**src/rtl/wb_xbar_pipelined.sv**
```systemverilog
// wb_xbar_pipelined: 1-to-N Wishbone B4 pipelined interconnect with in-order routing, error slave and watchdog
module wb_xbar_pipelined #(
  parameter int          NUM_SLAVES      = 3,
  parameter logic [31:0] SLV_BASE [NUM_SLAVES] = '{32'h8000_0000, 32'h3000_0000, 32'h2000_0000},
  parameter logic [31:0] SLV_MASK [NUM_SLAVES] = '{32'hF000_0000, 32'hF000_0000, 32'hF000_0000},
  parameter int          MAX_OUTSTANDING = 4,
  parameter int          TIMEOUT_CYCLES  = 1024
) (
  input  logic                       clk_i,
  input  logic                       rst_ni,
  input  logic                       wb_m_cyc_i,
  input  logic                       wb_m_stb_i,
  input  logic                       wb_m_we_i,
  input  logic [31:0]                wb_m_adr_i,
  input  logic [31:0]                wb_m_dat_i,
  input  logic [3:0]                 wb_m_sel_i,
  input  logic [2:0]                 wb_m_cti_i,
  input  logic [1:0]                 wb_m_bte_i,
  output logic                       wb_s_ack_o,
  output logic                       wb_s_err_o,
  output logic                       wb_s_rty_o,
  output logic                       wb_s_stall_o,
  output logic [31:0]                wb_s_dat_o,
  output logic [NUM_SLAVES-1:0]      wb_m_cyc_o,
  output logic [NUM_SLAVES-1:0]      wb_m_stb_o,
  output logic                       wb_m_we_o,
  output logic [31:0]                wb_m_adr_o,
  output logic [31:0]                wb_m_dat_o,
  output logic [3:0]                 wb_m_sel_o,
  output logic [2:0]                 wb_m_cti_o,
  output logic [1:0]                 wb_m_bte_o,
  input  logic [NUM_SLAVES-1:0]      wb_s_ack_i,
  input  logic [NUM_SLAVES-1:0]      wb_s_err_i,
  input  logic [NUM_SLAVES-1:0]      wb_s_rty_i,
  input  logic [NUM_SLAVES-1:0]      wb_s_stall_i,
  input  logic [NUM_SLAVES-1:0][31:0] wb_s_dat_i
);
  localparam int IDW = $clog2(NUM_SLAVES + 1);
  localparam int CW  = $clog2(MAX_OUTSTANDING + 1);
  localparam int TW  = TIMEOUT_CYCLES > 1 ? $clog2(TIMEOUT_CYCLES) : 1;
  localparam logic [IDW-1:0] ERR_ID  = IDW'(NUM_SLAVES);
  localparam logic [CW-1:0]  MAX_CNT = CW'(MAX_OUTSTANDING);
  localparam logic [TW-1:0]  TO_LAST = TW'(TIMEOUT_CYCLES > 0 ? TIMEOUT_CYCLES - 1 : 0);

  logic [CW-1:0]  cnt_q, cnt_d, err_pend_q, err_pend_d;
  logic [IDW-1:0] cur_q, cur_d, tgt;
  logic [TW-1:0]  to_cnt_q, to_cnt_d;
  logic req, busy, live, tgt_real, cur_real, istall, stall, accept;
  logic s_ack, s_err, s_rty, es_fire, resp, tmo, done;

  // address decode; walking downwards lets the lowest matching index win
  always_comb begin
    tgt = ERR_ID;
    for (int i = NUM_SLAVES - 1; i >= 0; i--)
      if ((wb_m_adr_i & SLV_MASK[i]) == SLV_BASE[i]) tgt = IDW'(i);
  end

  assign req      = wb_m_cyc_i & wb_m_stb_i;
  assign busy     = cnt_q != '0;
  assign live     = wb_m_cyc_i & busy;
  assign tgt_real = tgt != ERR_ID;
  assign cur_real = cur_q != ERR_ID;
  assign istall   = req & ((cnt_q == MAX_CNT) | (busy & (tgt != cur_q)));
  assign stall    = istall | (req & tgt_real & wb_s_stall_i[tgt]);
  assign accept   = req & ~stall;
  assign s_ack    = live & cur_real & wb_s_ack_i[cur_q];
  assign s_err    = live & cur_real & wb_s_err_i[cur_q];
  assign s_rty    = live & cur_real & wb_s_rty_i[cur_q];
  assign es_fire  = live & ~cur_real & (err_pend_q != '0);
  assign resp     = s_ack | s_err | s_rty | es_fire;
  assign tmo      = (TIMEOUT_CYCLES != 0) & live & ~resp & (to_cnt_q == TO_LAST);
  assign done     = resp | tmo;

  assign wb_s_ack_o   = rst_ni & s_ack;
  assign wb_s_err_o   = rst_ni & (s_err | es_fire | tmo);
  assign wb_s_rty_o   = rst_ni & s_rty;
  assign wb_s_stall_o = rst_ni & stall;
  assign wb_s_dat_o   = (rst_ni & (s_ack | s_err | s_rty)) ? wb_s_dat_i[cur_q] : '0;

  assign wb_m_we_o  = wb_m_we_i;
  assign wb_m_adr_o = wb_m_adr_i;
  assign wb_m_dat_o = wb_m_dat_i;
  assign wb_m_sel_o = wb_m_sel_i;
  assign wb_m_cti_o = wb_m_cti_i;
  assign wb_m_bte_o = wb_m_bte_i;

  for (genvar g = 0; g < NUM_SLAVES; g++) begin : g_fwd
    assign wb_m_stb_o[g] = rst_ni & req & (tgt == IDW'(g)) & ~istall;
    assign wb_m_cyc_o[g] = rst_ni & wb_m_cyc_i & ((wb_m_stb_i & (tgt == IDW'(g))) | (busy & (cur_q == IDW'(g))));
  end

  // bookkeeping; a dropped master cyc abandons everything still in flight
  always_comb begin
    cnt_d      = wb_m_cyc_i ? cnt_q + CW'(accept) - CW'(done) : '0;
    err_pend_d = wb_m_cyc_i ? err_pend_q + CW'(accept & ~tgt_real) - CW'(es_fire) : '0;
    to_cnt_d   = (~wb_m_cyc_i | ~busy | accept | done | (TIMEOUT_CYCLES == 0)) ? '0 : to_cnt_q + 1'b1;
    cur_d      = accept ? tgt : cur_q;
  end

  // state registers
  always_ff @(posedge clk_i or negedge rst_ni) begin
    if (!rst_ni) begin
      cnt_q      <= '0;
      err_pend_q <= '0;
      to_cnt_q   <= '0;
      cur_q      <= '0;
    end else begin
      cnt_q      <= cnt_d;
      err_pend_q <= err_pend_d;
      to_cnt_q   <= to_cnt_d;
      cur_q      <= cur_d;
    end
  end
endmodule
```
**config.mk**
```make
export PLATFORM = sky130hd
export DESIGN_NAME = wb_xbar_pipelined
export DESIGN_NICKNAME = d
export VERILOG_FILES = /design/src/rtl/wb_xbar_pipelined.sv
export SDC_FILE = /design/constraint.sdc
export NUM_CORES = 1
export LEC_CHECK = 0
export CELL_PAD_IN_SITES_DETAIL_PLACEMENT = 0
export CELL_PAD_IN_SITES_GLOBAL_PLACEMENT = 2
export CORE_MARGIN = 4
export CORE_UTILIZATION = 14
export DETAILED_ROUTE_END_ITERATION = 10
export GPL_TIMING_DRIVEN = 0
export PLACE_DENSITY = 0.88
export SLEW_MARGIN = 20
export SYNTH_ARGS = -nofsm -noshare
export SYNTH_HDL_FRONTEND = slang
export SYNTH_SLANG_ARGS = --single-unit
```
**constraint.sdc**
```tcl
create_clock -name clk_i -period 4.7 [get_ports clk_i]
set_clock_uncertainty 0.2 [all_clocks]
set_input_delay 0.94 -clock clk_i [delete_from_list [all_inputs] [get_ports clk_i]]
set_output_delay 0.94 -clock clk_i [all_outputs]
set_load 0.1 [all_outputs]
```
### Word-level counts from Yosys, hierarchy flattened

Index checks and enable logic that the tools add are counted.
Widths: inputs -> output; s select.

* register bits: 18
* bits in latches: 0
* bits in writable memories: 0
* bits in read-only memories: 0
* bits of input ports: 186
* output and inout port bits: 116
* logic and storage cells: 103
* memories: 0

* add/subtract/negate cells: 5
* $mul: 0
* divide/modulo/power cells: 0
* magnitude comparators: 2
* eq/ne operators: 12
* shifts and indexed selects: 0
* mux-type cells: 17
* bitwise logic cells: 59
* reductions and logical operators: 4

Operators by type and width (number)
* $bmux 32 s2: 1
* $mux 32: 2
* $and 1x1->1: 37
* $or 1x1->1: 14
* $add 10x1->10 const B: 1
* $eq 10x10->1 const B: 1
* $mux 10: 1
* $bmux 1 s2: 4
* $eq 4x2->1 const B: 2
* $lt 2x3->1 const B: 2
* $mux 3: 2
* $not 1->1: 6
* $reduce_bool 3->1: 2
* $sub 3x1->3: 2
* $mux 1: 5
* $eq 2x1->1 const B: 2
* $eq 2x2->1 const B: 2
* $eq 4x4->1 const B: 1
* $logic_not 2->1: 2
* $mux 2: 2
* $ne 2x2->1 const B: 2
* $add 3x1->3: 1
* $add 3x3->3: 1
* $and 1x3->3: 1
* other kinds (3): 3

### Longest topological paths before layout

Gate-level depths: netlist (run 1).

* depth after elaboration: 15
* mapped depth: 14
* mapped depth without buffers: 12

### Worst setup path before layout (run 1)

OpenSTA, ideal clock, no wires.

* path kind: input -> output
* start: input wb_m_cyc_i
* end: output wb_s_dat_o[10]
* arrival time: 3343 ps
* data required time: 3560 ps
* setup slack: 217 ps
* stages: 6
* path buffers: 2
* cells stage by stage: clkbuf_1 -> o31ai_1 -> a21oi_1 -> o311ai_1 -> clkbuf_1 -> nor2_1

* cells in the longest elaborated chain, start to end: 7
* elaborated cells on any way between the ends: 9
* those cells by class: 1 x mux; 8 x bitwise

Ends and longest elaborated chain
* start: declaration: RTL line 11 `input logic wb_m_cyc_i,`
* $and 1x1->1 *: RTL line 60 `assign live = wb_m_cyc_i & busy;`
* $and 1x1->1 *: RTL line 66, 67, 68
* $and 1x1->1, on equally long branches: RTL line 66, 67
* $or 1x1->1: RTL line 78 `assign wb_s_dat_o = (rst_ni & (s_ack | s_err | s_rty)) ? wb_s_dat_i[cur_q] : '0;`
* $or 1x1->1 *: RTL line 78
* $and 1x1->1 *: RTL line 78
* $mux 32 *: RTL line 78
* end: declaration: RTL line 23 `output logic [31:0] wb_s_dat_o,`

Every way passes the cells marked *; elsewhere a longest branch is shown, timed or not.

### Worst setup path after layout (run 1)

* start: input wb_m_adr_i[28]
* end: output wb_m_cyc_o[1]

* cells in the longest elaborated chain, start to end: 8
* elaborated cells on any way between the ends: 10
* those cells by class: 4 x eq/ne; 3 x mux; 3 x bitwise

Ends and longest elaborated chain
* start: declaration: RTL line 14 `input logic [31:0] wb_m_adr_i,`
* $eq 4x2->1: RTL line 55 `if ((wb_m_adr_i & SLV_MASK[i]) == SLV_BASE[i]) tgt = IDW'(i);`
* $mux 1: RTL line 55
* $mux 2: RTL line 55
* $mux 2 *: RTL line 55
* $eq 2x1->1 *: RTL line 89 `assign wb_m_cyc_o[g] = rst_ni & wb_m_cyc_i & ((wb_m_stb_i & (tgt == IDW'(g))) | (busy & (cur_q == IDW'(g))));`
* $and 1x1->1 *: RTL line 89
* $or 1x1->1 *: RTL line 89
* $and 1x1->1 *: RTL line 89
* end: declaration: RTL line 24 `output logic [NUM_SLAVES-1:0] wb_m_cyc_o,`

Marks and branches as above.

==> results of run 1 <==
worst max-delay path, delay by kind of cell:
| kind | cells | cell delay [ps] |
|---|---|---|
| AND/OR/NAND/NOR | 3 | 850 |
| AO/OA/AOI/OAI | 1 | 50 |
| buffers and inverters | 2 | 1530 |
layout make-up:
class                   count  area, µm²
fillers                  2103      13400
repair buffers            228       2300
clock buffers               4       88.8
inverters                   4       15.0
diodes                      1       2.50
plain buffers              95        653
multi-input cells         246       1620
well taps                 260        325
flip-flops and latches     18        450
power groups by stage:
stage          logic, mW  registers, mW  clock network [mW]
2_1_floorplan      0.778          0.207                   0
3_3_place_gp        1.08          0.213                   0
3_5_place_dp        1.08          0.213                   0
4_1_cts             1.08          0.211               0.193
5_1_grt             1.16          0.216               0.200
6_report            1.07          0.211               0.188
how the worst min path moves through the flow:
stage / to / slack [ps]
after global placement: to_cnt_q[0] / 340
after CTS: to_cnt_q[0] / 350
after floorplan: to_cnt_q[0] / 300
after detailed placement: to_cnt_q[0] / 340
final: to_cnt_q[0] / 340
after global routing: to_cnt_q[0] / 370
metal layers:
layer  vias to the layer above  wire [µm]
li1                       1634          -
met2                       136       6160
met1                      1457       5080
met3                         4        876
met5                         -          0
met4                         0        120
per-stage QoR:
| step | setup slack [ps] | total power, mW | TNS [ps] | hold WS [ps] | cells |
|---|---|---|---|---|---|
| 2_1_floorplan | 217 | 0.985 | 0 | 300 | 363 |
| 3_3_place_gp | -1020 | 1.29 | -33440 | 337 | 851 |
| 3_5_place_dp | -915 | 1.29 | -30350 | 341 | 851 |
| 4_1_cts | 70.2 | 1.49 | 0 | 348 | 855 |
| 5_1_grt | 19.0 | 1.58 | 0 | 370 | 856 |
| 6_report | 186 | 1.47 | 0 | 341 | 856 |
synthesized netlist by cell type (all sizes together) (3+ instances only):
| cell type | count | area, µm² |
|---|---|---|
| clkbuf | 9 | 33.8 |
| nor2b | 8 | 50.1 |
| ha | 4 | 50.1 |
| buf | 86 | 619 |
| xor2 | 8 | 70.1 |
| xnor2 | 5 | 43.8 |
| and2 | 7 | 43.8 |
| and3 | 5 | 31.3 |
| nor3 | 12 | 60.1 |
| nand3 | 5 | 25.0 |
| nor3b | 3 | 22.5 |
| nand4 | 4 | 25.0 |
| inv | 4 | 15.0 |
| a21oi | 37 | 185 |
| nor2 | 70 | 263 |
| nand2 | 6 | 22.5 |
| o21ai | 3 | 15.0 |
| mux2i | 36 | 360 |
| o2bb2ai | 3 | 26.3 |
| dfrtp | 18 | 450 |
cell families after synthesis:
| logic type | count (synthesis) |
|---|---|
| flip-flops | 18 |
| adder cells (fa/ha/maj) | 6 |
| multiplexers | 38 |
| buffers and inverters | 99 |
| XOR/XNOR | 13 |
| AND/OR/NAND/NOR | 131 |
| AO/OA/AOI/OAI | 58 |
flip-flops by register name, summed over array words and instances, names as in the netlist:
| name | count |
|---|---|
| cur_q | 2 |
| cnt_q | 3 |
| to_cnt_q | 10 |
| err_pend_q | 3 |
placed cells by master (no fill, tap or decap), drive strengths merged, types with 2 or more instances in the layout:
| cell type | n |
|---|---|
| clkdlybuf4s50 | 185 |
| buf | 89 |
| nor2 | 70 |
| a21oi | 37 |
| mux2i | 36 |
| clkdlybuf4s15 | 33 |
| dfrtp | 18 |
| clkbuf | 14 |
| nor3 | 12 |
| nor2b | 8 |
| xor2 | 8 |
| and2 | 7 |
| nand2 | 6 |
| and3 | 5 |
| nand3 | 5 |
| xnor2 | 5 |
| inv | 4 |
| nand4 | 4 |
| ha | 4 |
| dlygate4sd2 | 4 |
| nor3b | 3 |
| o2bb2ai | 3 |
| o21ai | 3 |
| o31ai | 2 |
| or3 | 2 |
| nand2b | 2 |
| o32ai | 2 |
| nand4b | 2 |
| a221oi | 2 |
| mux2 | 2 |
| fa | 2 |
| dlymetal6s2s | 2 |
| o211ai | 2 |
| and2b | 2 |
repair_timing:
| item | CTS | global route |
|---|---|---|
| hold buffers | 0 | 0 |
| endpoints found under the hold margin | 0 | 0 |
| gates resized for setup | 112 | 12 |
| endpoints found under the setup margin | 42 | 20 |
==> results.md, run 1 <==
STA:
- Headroom to the max-slew limit came out at 32.3%.
- The count of endpoints failing setup in the final report is 0.
- Derived from the worst setup path, the maximum achievable clock frequency is 222 MHz.
- Setup repair after global routing left no endpoint under its margin.
- At the pin with the least slew margin, the transition time is 1010 ps.
- The number of slew-limit violations in the final report is 0.
- The final number of hold-violating endpoints was 0.
- The time the worst path needs with I/O delays and setup is 4510 ps.
- The post-route clock period utilization is 96.0%.

Global routing:
- Entering global routing, the biggest net connects 27 pins.
- The met1 track demand over resource is 13.4%.
- For this run, global-route usage on met3 was measured as 1.91%.
- The via count of the first global-routing pass is 3316.
- The first global-routing pass estimated 18200 µm of wire.
- The layer flagged by global routing as most heavily used is met2.
- The initial antenna violation count is 1.
- Global routing finished with a remaining overflow of 0.
- The overall fraction of global-route tracks in use is 10.4%.
- Global routing used 18.1% of the available met2 tracks.

Synth:
- Measured against the total synthesized area, the mux share comes to 14.4%.
- The synthesized netlist devotes 13.6% of its cell area to compound gates.
- The mapped cell area is 2720 µm².
- The synthesized netlist contains 46 unique library cells.
- Synthesis inferred 18 register bits.
- The mean area per synthesized cell is 7.49 µm².
- The main combinational cell family by area after synthesis is buffers and inverters.
- The simple-gate share of the synthesized area is 23.4%.
- For this run, the number of Yosys warnings is 0.
- The register area share after synthesis is 16.6%.
- The share of synthesized registers carrying an async set or reset is 100%.
- For this run, the leading register cell type out of synthesis is sky130_fd_sc_hd__dfrtp_1.
- The synthesized netlist devotes 3.31% of its cell area to adder and majority cells.
- The post-synthesis xor/xnor area fraction is 4.19%.
- When the netlist entered floorplanning its net count stood at 555.
- The number of enable flip-flop cells after synthesis is 0.
- The number of instances in the synthesized netlist is 363.

Clock tree:
- The clock sink count is 18.
- In this run the number of H-tree levels came out at 1.
- The buffer cell driving the clock tree root is sky130_fd_sc_hd__clkbuf_16.
- At the later pin of the worst-skew pair, clock insertion delay measures 250 ps.
- The TritonCTS buffer count is 3.
- In this run the deepest clock path goes through 2 buffers.
- The register clock-pin slew on the reported worst setup and hold paths is 50 ps.
- The TritonCTS clock tree is yes.
- Once the clock tree was built, the setup fixing pass inserted 0 buffers.

Placed design:
- The cell area after placement is 5330 µm².
- The HPWL after detailed placement is 10400 µm.
- Routability-driven placement finished with a final weighted congestion of 0.760.
- The number of buffer cells added on primary ports is 228.

Routing:
- After detailed routing, the number of vias per cell comes to 3.77.
- The number of remaining DRC errors is 0.
- Dividing the detail-routed wire length by the instance count gives 14.3 µm.
- The number of routed nets with antenna violations is 0.
- For this run, the detailed router's first-pass iteration total came to 4.
- The count of routing violations after the opening detailed-route iteration is 76.
- After detailed routing, the total wire length is 12200 µm.
- Across all layers, the routed design uses 3231 vias.

Floorplan:
- The count of boundary I/O pins is 302.
- The floorplan has 50 rows.
- The area of the die is 21700 µm².
- The floorplan core area is 18900 µm².
- The horizontal extent of the die is 147 µm.
- The initial core utilization is 14.4%.
- The die is 147 µm tall.

Setup path:
- The startpoint of the worst setup timing path is wb_m_adr_i[28].
- The worst setup path is launched from an input port.
- Setup slack on the worst reg-to-reg path comes out at 1210 ps.
- In this run the critical register-to-register path is launched from cur_q[0].
- The worst setup path is of the input port to output port kind.
- The slowest stage of the critical path is the sky130_fd_sc_hd__clkdlybuf4s15_1 cell.
- In this run the worst setup path terminates at wb_m_cyc_o[1].
- The delay of the slowest critical-path stage is 870 ps.
- The data arrival time of the worst path is 3370 ps.
- The worst setup path is captured at an output port.
- The number of cell instances on the worst register-to-register path is 14.
- The signal on the critical path passes through clkdlybuf4s50_1 > or4bb_1 > nor2_1 > a21oi_1 > nor2b_1 > clkdlybuf4s15_1.
- The destination of the worst register-to-register timing path is err_pend_q[2].
- The maximum net fanout on the critical path is 9.
- The data required time at the worst endpoint is 3560 ps.

Pwr:
- The share of power burned in registers is 14.4%.
- Summed over all nets, the switching power comes to 750 µW.
- For this design the ratio of total power to cell area is 269 nW/µm².
- The total internal power is 718 µW.
- Net switching is 51.1% of the power.
- The share of power burned in the clock network is 12.8%.
- The leakage power is 2.36 nW.
- VDD sags by at most 133 µV.
- Per report_power, the combinational group accounts for 72.8% of the total.

Hold path:
- The critical hold path startpoint is to_cnt_q[0].
- The path class of the tightest hold or removal check is flop to flop.
- The cell count of the worst hold path is 1.

Finish:
- The cell area after layout is 5460 µm².
- The synthesis-to-finish area growth is 101%.
- Measured on the finished design, the core utilization comes to 28.9%.
- For this run, the post-layout net count is 788.
- The ratio of cells with drive above 1 in the final layout is 22.0%.

Outcome:
- The run finished with clean final reports.

Run:
- The number of max-capacitance violations reported is 0.
Note: power is estimated with default switching activity, not from simulation.
==> inputs of run 2 (changes only) <==
- PLACE_DENSITY: 0.88 -> 0.89
==> run 2 against run 1 <==
Against the previous run:
- global-route usage up 0.38 points
- sequential cell count unchanged
- register-to-register slack about the same
- critical path type unchanged
- largest power group unchanged
==> results.md, run 2 (synthesized netlist as in run 1, its figures left out) <==
STA:
- The final worst setup slack is 191 ps (was 186 ps).
- The final number of hold-violating endpoints is 0 (unchanged).
- The number of slew-limit violations in the final report is 0 (unchanged).
- The count of endpoints failing setup in the final report is 0 (unchanged).
- The worst-margin pin slew is 1020 ps (was 1010 ps).
- The highest attainable clock frequency was 222 MHz (about the same).
- The time the worst path needs with I/O delays and setup is 4510 ps (about the same).
- Unrepaired setup endpoints after global routing: no (unchanged).
- The worst slew margin relative to its limit is 32.0% (was 32.3%).
- The post-route clock period utilization is 95.9% (was 96.0%).
- The worst-case hold slack came to 363 ps (was 341 ps).

Setup path:
- The data required time at the worst endpoint is 3560 ps (about the same).
- The number of cell instances on the worst register-to-register path was 14 (unchanged).
- The data arrival time of the worst path came to 3370 ps (about the same).
- The type of element launching the critical path is an input port (unchanged).
- The type of destination of the critical path is an output port (unchanged).
- The maximum net fanout on the critical path is 10 (was 9).
- The destination of the worst register-to-register timing path is err_pend_q[2] (unchanged).
- The minimum setup slack among reg-to-reg paths is 1210 ps (about the same).
- The worst reg2reg path startpoint is cur_q[0] (unchanged).
- The start-to-end type of the worst setup path is input port to output port (unchanged).

Floorplan:
- The horizontal extent of the die was 147 µm (unchanged).
- The floorplan core area came to 18900 µm² (unchanged).
- The initial core utilization is 14.4% (unchanged).
- The count of boundary I/O pins is 302 (unchanged).
- The number of core rows is 50 (unchanged).
- The vertical die dimension came to 147 µm (unchanged).
- The area of the die is 21700 µm² (unchanged).

Pwr:
- The overall power consumption is 1.47 mW (about the same).
- The share of power burned in registers came to 14.3% (was 14.4%).
- The combinational share of power came to 72.8% (about the same).
- The power dissipated by switching net loads is 754 µW (was 750 µW).
- The total internal power is 719 µW (was 718 µW).
- The areal power density over the cells came to 270 nW/µm² (was 269 nW/µm²).
- The leakage power is 2.36 nW (about the same).
- The worst vdd rail ir drop is 112 µV (was 133 µV).
- The switching portion of total power came to 51.2% (was 51.1%).
- The share of power burned in the clock network is 12.9% (was 12.8%).

Finish:
- The count of placed standard cells in the final layout, fillers left out is 855 (was 856).
- The number of diodes added for antenna fixing came to 0 (was 1).
- The number of nets in the final layout came to 788 (unchanged).
- The flip-flop count of the largest register after layout is 10 (unchanged).
- Most frequent cells in the layout: sky130_fd_sc_hd__clkdlybuf4s50_1, sky130_fd_sc_hd__buf_4, sky130_fd_sc_hd__nor2_1 (unchanged).
- The final core utilization is 28.8% (was 28.9%).
- The synthesis-to-finish area growth was 100% (was 101%).
- The combined area of the multi-input logic cells is 1620 µm² (unchanged).
- Largest registers: to_cnt_q: 10 flops, cnt_q: 3 flops, err_pend_q: 3 flops (unchanged).
- The most frequent standard cell in the layout excluding fill and tap cells is sky130_fd_sc_hd__clkdlybuf4s50_1 (unchanged).
- The area of all sequential standard cells came to 450 µm² (unchanged).
- The largest register by flop count is to_cnt_q (unchanged).
- The ratio of cells with drive above 1 in the final layout is 21.8% (was 22.0%).
- The number of fill cells in the layout is 2081 (was 2103).

Routing:
- The number of routed nets with antenna violations is 0 (unchanged).
- The count of TritonRoute iterations in the first routing pass is 4 (unchanged).
- The post-detailed-routing wire length was 12500 µm (was 12200 µm).
- The detailed-route wire length per cell is 14.6 µm (was 14.3 µm).
- The count of routing violations after the opening detailed-route iteration came to 136 (was 76).
- The total number of vias is 3222 (was 3231).
- The average via count per standard cell came to 3.77 (about the same).
- The number of remaining DRC errors was 0 (unchanged).

Hold path:
- The destination of the worst hold path is to_cnt_q[0] (unchanged).
- The critical hold path startpoint is to_cnt_q[0] (unchanged).
- The cell count of the worst hold path is 1 (unchanged).
- The worst hold path class is flop to flop (unchanged).

Clock tree:
- The clock sink count is 18 (unchanged).
- The register clock-pin slew on the reported worst setup and hold paths is 50 ps (about the same).
- The post-cts hold buffer count is 0 (unchanged).
- The buffer cell driving the clock tree root is sky130_fd_sc_hd__clkbuf_16 (unchanged).
- The clock latency on the worst-skew pair is 250 ps (about the same).
- The TritonCTS clock tree was yes (unchanged).
- The TritonCTS buffer count is 3 (unchanged).
- The H-tree depth is 1 (unchanged).
- The post-CTS setup buffer count is 0 (unchanged).
- The worst-case clock buffer depth is 2 (unchanged).

Placed design:
- The pre-CTS setup slack was -1030 ps (was -915 ps).
- The post-placement cell count came to 851 (unchanged).
- The final weighted congestion of routability-driven global placement came to 0.741 (was 0.760).
- The HPWL after detailed placement is 10500 µm (was 10400 µm).
- The number of buffer cells added on primary ports was 228 (unchanged).

Global routing:
- The most used routing layer is met2 (unchanged).
- The fraction of met3 tracks used by global routing is 2.16% (was 1.91%).
- The pin count of the biggest net entering global routing is 27 (unchanged).
- The via count of the first global-routing pass is 3339 (was 3316).
- The met1 track demand over resource was 14.4% (was 13.4%).
- The initial antenna violation count was 0 (was 1).
- The overall fraction of global-route tracks in use is 10.7% (was 10.4%).
- The wire length of the first global-routing pass is 18900 µm (was 18200 µm).
- The overall overflow remaining after global route is 0 (unchanged).
- The met2 usage was 18.5% (was 18.1%).

Run:
- The number of max-capacitance violations reported is 0 (unchanged).

Outcome:
- Status: finished clean (unchanged).
==> run 2: cell count changes in the layout (fill, tap and decap cells not counted), sizes merged <==
cell           previous run  this run
clkdlybuf4s15            33        30
buf                      89        91
clkdlybuf4s50           185       187
clkbuf                   14        13
diode                     1         0
==> run 2: routing by layer <==
layer	vias to the layer above	routed length, µm
met4	0	44
li1	1630	-
met1	1454	5480
met2	134	6120
met3	4	835
met5	-	0
==> run 2: final cells by class <==
cell class,count,share of cell area [%]
Inverter,4,0.276
Clock buffer,4,1.63
Buffer,95,12.0
Tap cell,260,5.97
Sequential cell,18,8.27
Multi-Input combinational cell,246,29.8
Timing Repair Buffer,228,42.1
==> run 2: repair_timing <==
action / 4_1_cts / 5_1_grt
setup endpoints to repair: 42 / 37
gates cloned: 0 / 0
resized for setup: 110 / 14
==> run 2: power by group through the flow <==
stage          Combinational, mW  Clock [mW]  Sequential [mW]
3_3_place_gp                1.08           0            0.213
2_1_floorplan              0.778           0            0.207
5_1_grt                     1.16       0.202            0.216
6_report                    1.07       0.189            0.211
3_5_place_dp                1.08           0            0.213
4_1_cts                     1.08       0.192            0.211
==> run 2: how the worst max path moves through the flow <==
stage | startpoint | endpoint | slack (ps) | depth (start not counted)
after detailed placement | rst_ni | wb_s_dat_o[5] | -1030 | 5
after global routing | wb_m_adr_i[29] | wb_m_stb_o[2] | 40 | 7
after global placement | rst_ni | wb_s_dat_o[5] | -1080 | 5
after floorplan | wb_m_cyc_i | wb_s_dat_o[10] | 220 | 6
final | wb_m_adr_i[29] | wb_m_stb_o[2] | 190 | 7
after CTS | wb_m_adr_i[29] | wb_m_cyc_o[2] | 40 | 6
==> run 2: worst max-delay path, cell delays in order <==
cell and delay (ps):
sky130_fd_sc_hd__clkdlybuf4s50_1 600, sky130_fd_sc_hd__or4b_4 620, sky130_fd_sc_hd__o211ai_2 170, sky130_fd_sc_hd__o221ai_2 160, sky130_fd_sc_hd__a21oi_1 240, sky130_fd_sc_hd__and3_1 190
sky130_fd_sc_hd__buf_2 440
==> run 2: metrics by stage <==
| stage | instance area, µm² | setup TNS, ps |
|---|---|---|
| 3_3_place_gp | 5330 | -32490 |
| 2_1_floorplan | 2720 | 0 |
| 6_report | 5450 | 0 |
| 5_1_grt | 5450 | 0 |
| 4_1_cts | 5460 | 0 |
| 3_5_place_dp | 5330 | -31610 |
==> edit 1 (flow settings as in run 2) <==
Change the parameter `MAX_OUTSTANDING` from 4 to 8.
--- a/src/rtl/wb_xbar_pipelined.sv
+++ b/src/rtl/wb_xbar_pipelined.sv
@@ -3,7 +3,7 @@
   parameter int          NUM_SLAVES      = 3,
   parameter logic [31:0] SLV_BASE [NUM_SLAVES] = '{32'h8000_0000, 32'h3000_0000, 32'h2000_0000},
   parameter logic [31:0] SLV_MASK [NUM_SLAVES] = '{32'hF000_0000, 32'hF000_0000, 32'hF000_0000},
-  parameter int          MAX_OUTSTANDING = 4,
+  parameter int          MAX_OUTSTANDING = 8,
   parameter int          TIMEOUT_CYCLES  = 1024
 ) (
   input  logic                       clk_i,
Behaviour: not the same (Yosys sat finds a counterexample within 10 cycles, from zero or initial values and one cycle with rst_ni low).
==> edit 1 against run 2 <==
Area after synthesis grew 6.1%. Worst setup slack got worse by 0.069 ns. Routed wire length is 2.0% higher. Via count increased by 3.2%. Utilization down 1.6 points. Sequential cell count increased by 2. Combinational power is 43% higher. Sequential power grew 12%. Design area rose by 1.2%. Total power up 32%. Non-clock buffer count grew 1. Critical endpoint is now wb_s_dat_o[3]. Largest power group unchanged.
==> edit 1: results (changes against run 2) <==
Run status
  – Status: finished, final reports clean

Synth
  – Complex-gate fraction of the synthesized area: 11.7% (-1.9 points)
  – Adder-Cell Fraction of Synth Area: 6.59% (+3.3 points)
  – Syn Area/Cell: 7.61 um^2 (+1.6%)
  – Netlist cell types: 47 (+2.2%)
  – Post-Syn Nets: 579 (+4.3%)
  – Top cells by area, synth: buf_4 (19%), dfrtp_1 (17%), mux2i_1 (12%)
  – Synth top cells by count: nor2_1 (78), buf_4 (74), a21oi_1 (37)
  – Synth Area in XOR/XNOR: 3.64% (-0.54 points)
  – Sequential-to-total area share from yosys stat: 17.4% (+0.79 points)
  – Synth warn: 0 (unchanged)
  – Multiplexer share of the synthesized area: 14.3% (-0.085 points)

Placed design
  – DP Cell Count: 880 (+3.4%)
  – Port Buffers: 231 (+1.3%)
  – Area after DPL: 5540 um^2 (+4.0%)
  – HPWL after DPL: 11.1 mm (+5.3%)
  – Pre-CTS setup slack: -0.898 ns (+0.130 ns)

Worst setup path
  – Critical-path maximum fanout: 10 (unchanged)
  – R2R depth: 12 (-2)
  – Worst flop-to-flop path endpoint: cnt_q[2]$_DFF_PN0_
  – FF-to-FF Start: err_pend_q[2]$_DFF_PN0_
  – Setup crit start: wb_m_cyc_i
  – Arr. time, crit path: 3.44 ns (+0.07 ns)
  – Crit path capture: wb_s_dat_o[3]
  – R2R Setup Slk: 1.26 ns (+0.05 ns)

Route
  – DRT Pass-1 Iters: 4 (unchanged)
  – Vias/cell: 3.77 (about the same)
  – Iteration-0 DRC Markers: 85 (-38%)
  – WL met1: 5.28 mm (-3.8%)
  – Metal3 WL: 791 um (-5.3%)
  – Post-Route WL: 12.7 mm (+2.0%)
  – Wire length on met2: 6.60 mm (+7.8%)
  – Wirelength per Cell: 14.4 um (-1.2%)

Global routing
  – Grt met1 use: 13.0% (-1.4 points)
  – Global-route usage over all layers: 9.87% (-0.87 points)
  – Global-route wire length before repair: 17.8 mm (-6.1%)
  – Grt met3 use: 1.49% (-0.67 points)
  – Pin count of the biggest net entering global routing: 26 (-3.7%)
  – Met2 Track Usage GR: 17.4% (-1.1 points)

Timing
  – Post-layout min period: 4.58 ns (+0.0685 ns)
  – Worst-Margin Slew: 1.02 ns (-0.000157 ns)
  – WHS: 0.344 ns (-0.0188 ns)

Pwr
  – Pleak: 0.00256 uW (+8.6%)
  – VDD IR max: 0.109 mV (-3.1%)

Min path
  – Hold endpoint: to_cnt_q[0]$_DFF_PN0_
  – Worst Hold Depth: 1 (unchanged)

Final layout
  – Fill cells: 2199 (+5.7%)
  – Biggest regs: to_cnt_q x10, cnt_q x4, err_pend_q x4
  – Nets@finish: 815 (+3.4%)
  – Share of cells above drive strength 1: 20.6% (-1.3 points)

Clocking
  – H-tree depth: 1 (unchanged)
[edit 1: cell types whose count changed in the layout (fill, tap and decap cells not counted), moves of 4 or more]
| cell | delta |
|---|---|
| inv_1 | +12 |
| ha_1 | +8 |
| and3_1 | -4 |
| nor2_1 | +8 |
| clkdlybuf4s15_2 | -27 |
| nand3_1 | +4 |
| and2_1 | +4 |
| nor2b_1 | -7 |
| clkbuf_2 | +22 |
| nor3_1 | -12 |
| dlygate4sd2_1 | +7 |
| nor4_1 | +4 |
[edit 1: power by group]
group	internal (uW)	switching (uW)	total (uW)
logic	577	956	1530
registers	213	22.8	236
clock network	112	58.4	170
total	902	1040	1940
[edit 1: final cells by class]
type / count / area share [%]
buffer: 93 / 11.6
clock buffer: 3 / 1.36
inverter: 16 / 1.09
multi-input combinational: 250 / 30.8
sequential: 20 / 9.07
tap: 270 / 6.13
timing repair buffer: 231 / 40.0
[edit 1: critical path: stages]
cell	delay [ns]
clkdlybuf4s50_1	0.59
and2_1	0.22
nand3_1	0.16
a21o_1	0.30
buf_2	0.22
nor2_1	0.12
dlygate4sd2_1	0.87
[edit 1: stage by stage]
stage	TNS (ns)	utilization (%)
finish	0	27.3
global route	0	27.3
CTS	0	27.6
detailed placement	-31.07	27.4
global placement	-31.94	27.4
floorplan	0	-
[edit 1: kinds of logic after synthesis]
group / after synthesis
flip-flops: 20
adder cells (fa/ha/maj): 14
AND/OR/NAND/NOR: 131
XOR/XNOR: 12
multiplexers: 39
AO/OA/AOI/OAI: 54
buffers and inverters: 109
[edit 1: timing repair]
item | in CTS | in global routing
cloned | 0 | 0
setup endpoints to repair | 42 | 28
gates resized for setup | 44 | 48
==> edit 2 (config.mk and constraints of run 2) <==
Made on the original files. Put a register stage on the output `wb_s_err_o`, with the module's reset. The value now appears one clock later. The other outputs are not delayed to match.
--- a/src/rtl/wb_xbar_pipelined.sv
+++ b/src/rtl/wb_xbar_pipelined.sv
@@ -72,7 +72,13 @@
   assign done     = resp | tmo;
 
   assign wb_s_ack_o   = rst_ni & s_ack;
-  assign wb_s_err_o   = rst_ni & (s_err | es_fire | tmo);
+  always_ff @(posedge clk_i or negedge rst_ni) begin
+    if (!rst_ni) begin
+      wb_s_err_o <= '0;
+    end else begin
+      wb_s_err_o <= rst_ni & (s_err | es_fire | tmo);
+    end
+  end
   assign wb_s_rty_o   = rst_ni & s_rty;
   assign wb_s_stall_o = rst_ni & stall;
   assign wb_s_dat_o   = (rst_ni & (s_ack | s_err | s_rty)) ? wb_s_dat_i[cur_q] : '0;
Check against the original RTL: not equivalent (a bounded check fails within 4 cycles, from zero or initial values and one cycle with rst_ni low).
==> edit 2 against run 2 <==
Worst setup slack gained 0.027 ns. Design area down 0.67%. Utilization decreased by 0.38 points. Area after synthesis increased by 0.92%. Total power barely moved. Critical path type unchanged. Highest routed layer unchanged. Sequential cell count up 1. Routed wire length down 0.97%. Clock power fell by 5%. Largest power group unchanged.
==> edit 2: results (changes against run 2) <==
Run status
  – Status: finished, final reports clean

Pwr
  – Pleak: 0.00237 uW (+0.25%)
  – Total power after layout: 1470 uW (about the same)
  – VDD IR max: 0.103 mV (-8.4%)

Placed design
  – Pre-CTS setup slack: -0.518 ns (+0.510 ns)
  – Area after DPL: 5360 um^2 (+0.66%)
  – Placer Congestion: 0.730 (-1.6%)
  – HPWL after DPL: 10.6 mm (+0.52%)
  – DP Cell Count: 853 (+0.24%)

Worst setup path
  – Crit path capture: wb_m_cyc_o[1]
  – Critical-path maximum fanout: 9 (-1)
  – R2R depth: 14 (unchanged)
  – Slowest-stage cell, CP: dlygate4sd2_1
  – Setup crit start: wb_m_adr_i[28]
  – Arr. time, crit path: 3.34 ns (-0.03 ns)
  – R2R Setup Slk: 1.19 ns (-0.02 ns)
  – Critical Path Max Stage Delay: 0.86 ns (+0.24 ns)

Global routing
  – Pin count of the biggest net entering global routing: 28 (+3.7%)
  – Grt met3 use: 2.39% (+0.23 points)
  – Grt met1 use: 13.6% (-0.86 points)
  – Vias in the first global route: 3361 (+0.66%)
  – Met2 Track Usage GR: 17.0% (-1.5 points)
  – Global-route wire length before repair: 18.2 mm (-4.1%)
  – Global-route usage over all layers: 10.2% (-0.54 points)

Route
  – Wire length on met2: 5.81 mm (-5.1%)
  – Via count: 3244 (+0.68%)
  – Iteration-0 DRC Markers: 92 (-32%)
  – Wirelength per Cell: 14.4 um (-1.2%)
  – Post-Route WL: 12.4 mm (-0.97%)
  – DRT Pass-1 Iters: 4 (unchanged)
  – Metal3 WL: 1.07 mm (+29%)
  – WL met1: 5.35 mm (-2.4%)

Final layout
  – Diodes inserted: 0 (unchanged)
  – Nets@finish: 790 (+0.25%)
  – Fill cells: 2111 (+1.4%)
  – Util after Layout: 28.5% (-0.38 points)
  – Share of cells above drive strength 1: 22.3% (+0.43 points)

Synth
  – Post-Syn Nets: 556 (+0.18%)
  – Multiplexer share of the synthesized area: 14.2% (-0.13 points)
  – Synth Area in XOR/XNOR: 4.15% (-0.038 points)
  – Ys async rst share: 100% (unchanged)
  – Synth top cells by count: buf_4 (75), nor2_1 (70), a21oi_1 (37)
  – Complex-gate fraction of the synthesized area: 13.5% (-0.12 points)
  – Post-Syn Instances: 364 (+0.28%)
  – Netlist cell types: 46 (unchanged)
  – Top cells by area, synth: buf_4 (21%), dfrtp_1 (17%), mux2i_1 (13%)
  – Adder-Cell Fraction of Synth Area: 3.28% (-0.030 points)
  – Sequential-to-total area share from yosys stat: 17.3% (+0.76 points)

Clocking
  – Clock transition at the registers of the reported paths: 0.06 ns
  – Longest Clk Path Bufs: 2 (unchanged)
  – Post-CTS Resized: 91 (-17%)

Timing
  – Achievable Freq: 0.223 GHz (+0.61%)
  – Worst-Margin Slew: 1.01 ns (-0.00500 ns)
-- edit 2: where the power goes --
| part | internal, uW | switching (uW) |
|---|---|---|
| sequential | 193 | 29.0 |
| clock | 114 | 65.4 |
| combinational | 407 | 664 |
| total | 714 | 759 |
-- edit 2: cell families (layout without fill, tap and decap cells) --
| group | Yosys count | count (layout) |
|---|---|---|
| AO/OA/AOI/OAI | 58 | 58 |
| flip-flops | 19 | 19 |
| XOR/XNOR | 13 | 13 |
| adder cells (fa/ha/maj) | 6 | 6 |
| multiplexers | 38 | 38 |
| buffers and inverters | 99 | 332 |
| AND/OR/NAND/NOR | 131 | 131 |
-- edit 2: how the worst min path moves through the flow --
stage                           from                    end  slack, ns  depth (start not counted)
3_3_place_gp   to_cnt_q[0]$_DFF_PN0_  to_cnt_q[0]$_DFF_PN0_       0.35                          1
4_1_cts        to_cnt_q[0]$_DFF_PN0_  to_cnt_q[0]$_DFF_PN0_       0.36                          1
5_1_grt        to_cnt_q[0]$_DFF_PN0_  to_cnt_q[0]$_DFF_PN0_       0.40                          1
2_1_floorplan  to_cnt_q[0]$_DFF_PN0_  to_cnt_q[0]$_DFF_PN0_       0.30                          1
6_report       to_cnt_q[0]$_DFF_PN0_  to_cnt_q[0]$_DFF_PN0_       0.36                          1
3_5_place_dp   to_cnt_q[0]$_DFF_PN0_  to_cnt_q[0]$_DFF_PN0_       0.35                          1
-- edit 2: area by class of cell --
| type | instances | share of cell area (%) |
|---|---|---|
| timing repair buffer | 229 | 41.6 |
| tap | 260 | 6.01 |
| clock inverter | 1 | 0.0925 |
| sequential | 19 | 8.78 |
| multi-input combinational | 246 | 29.8 |
| inverter | 4 | 0.277 |
| buffer | 95 | 12.1 |
| clock buffer | 3 | 1.39 |
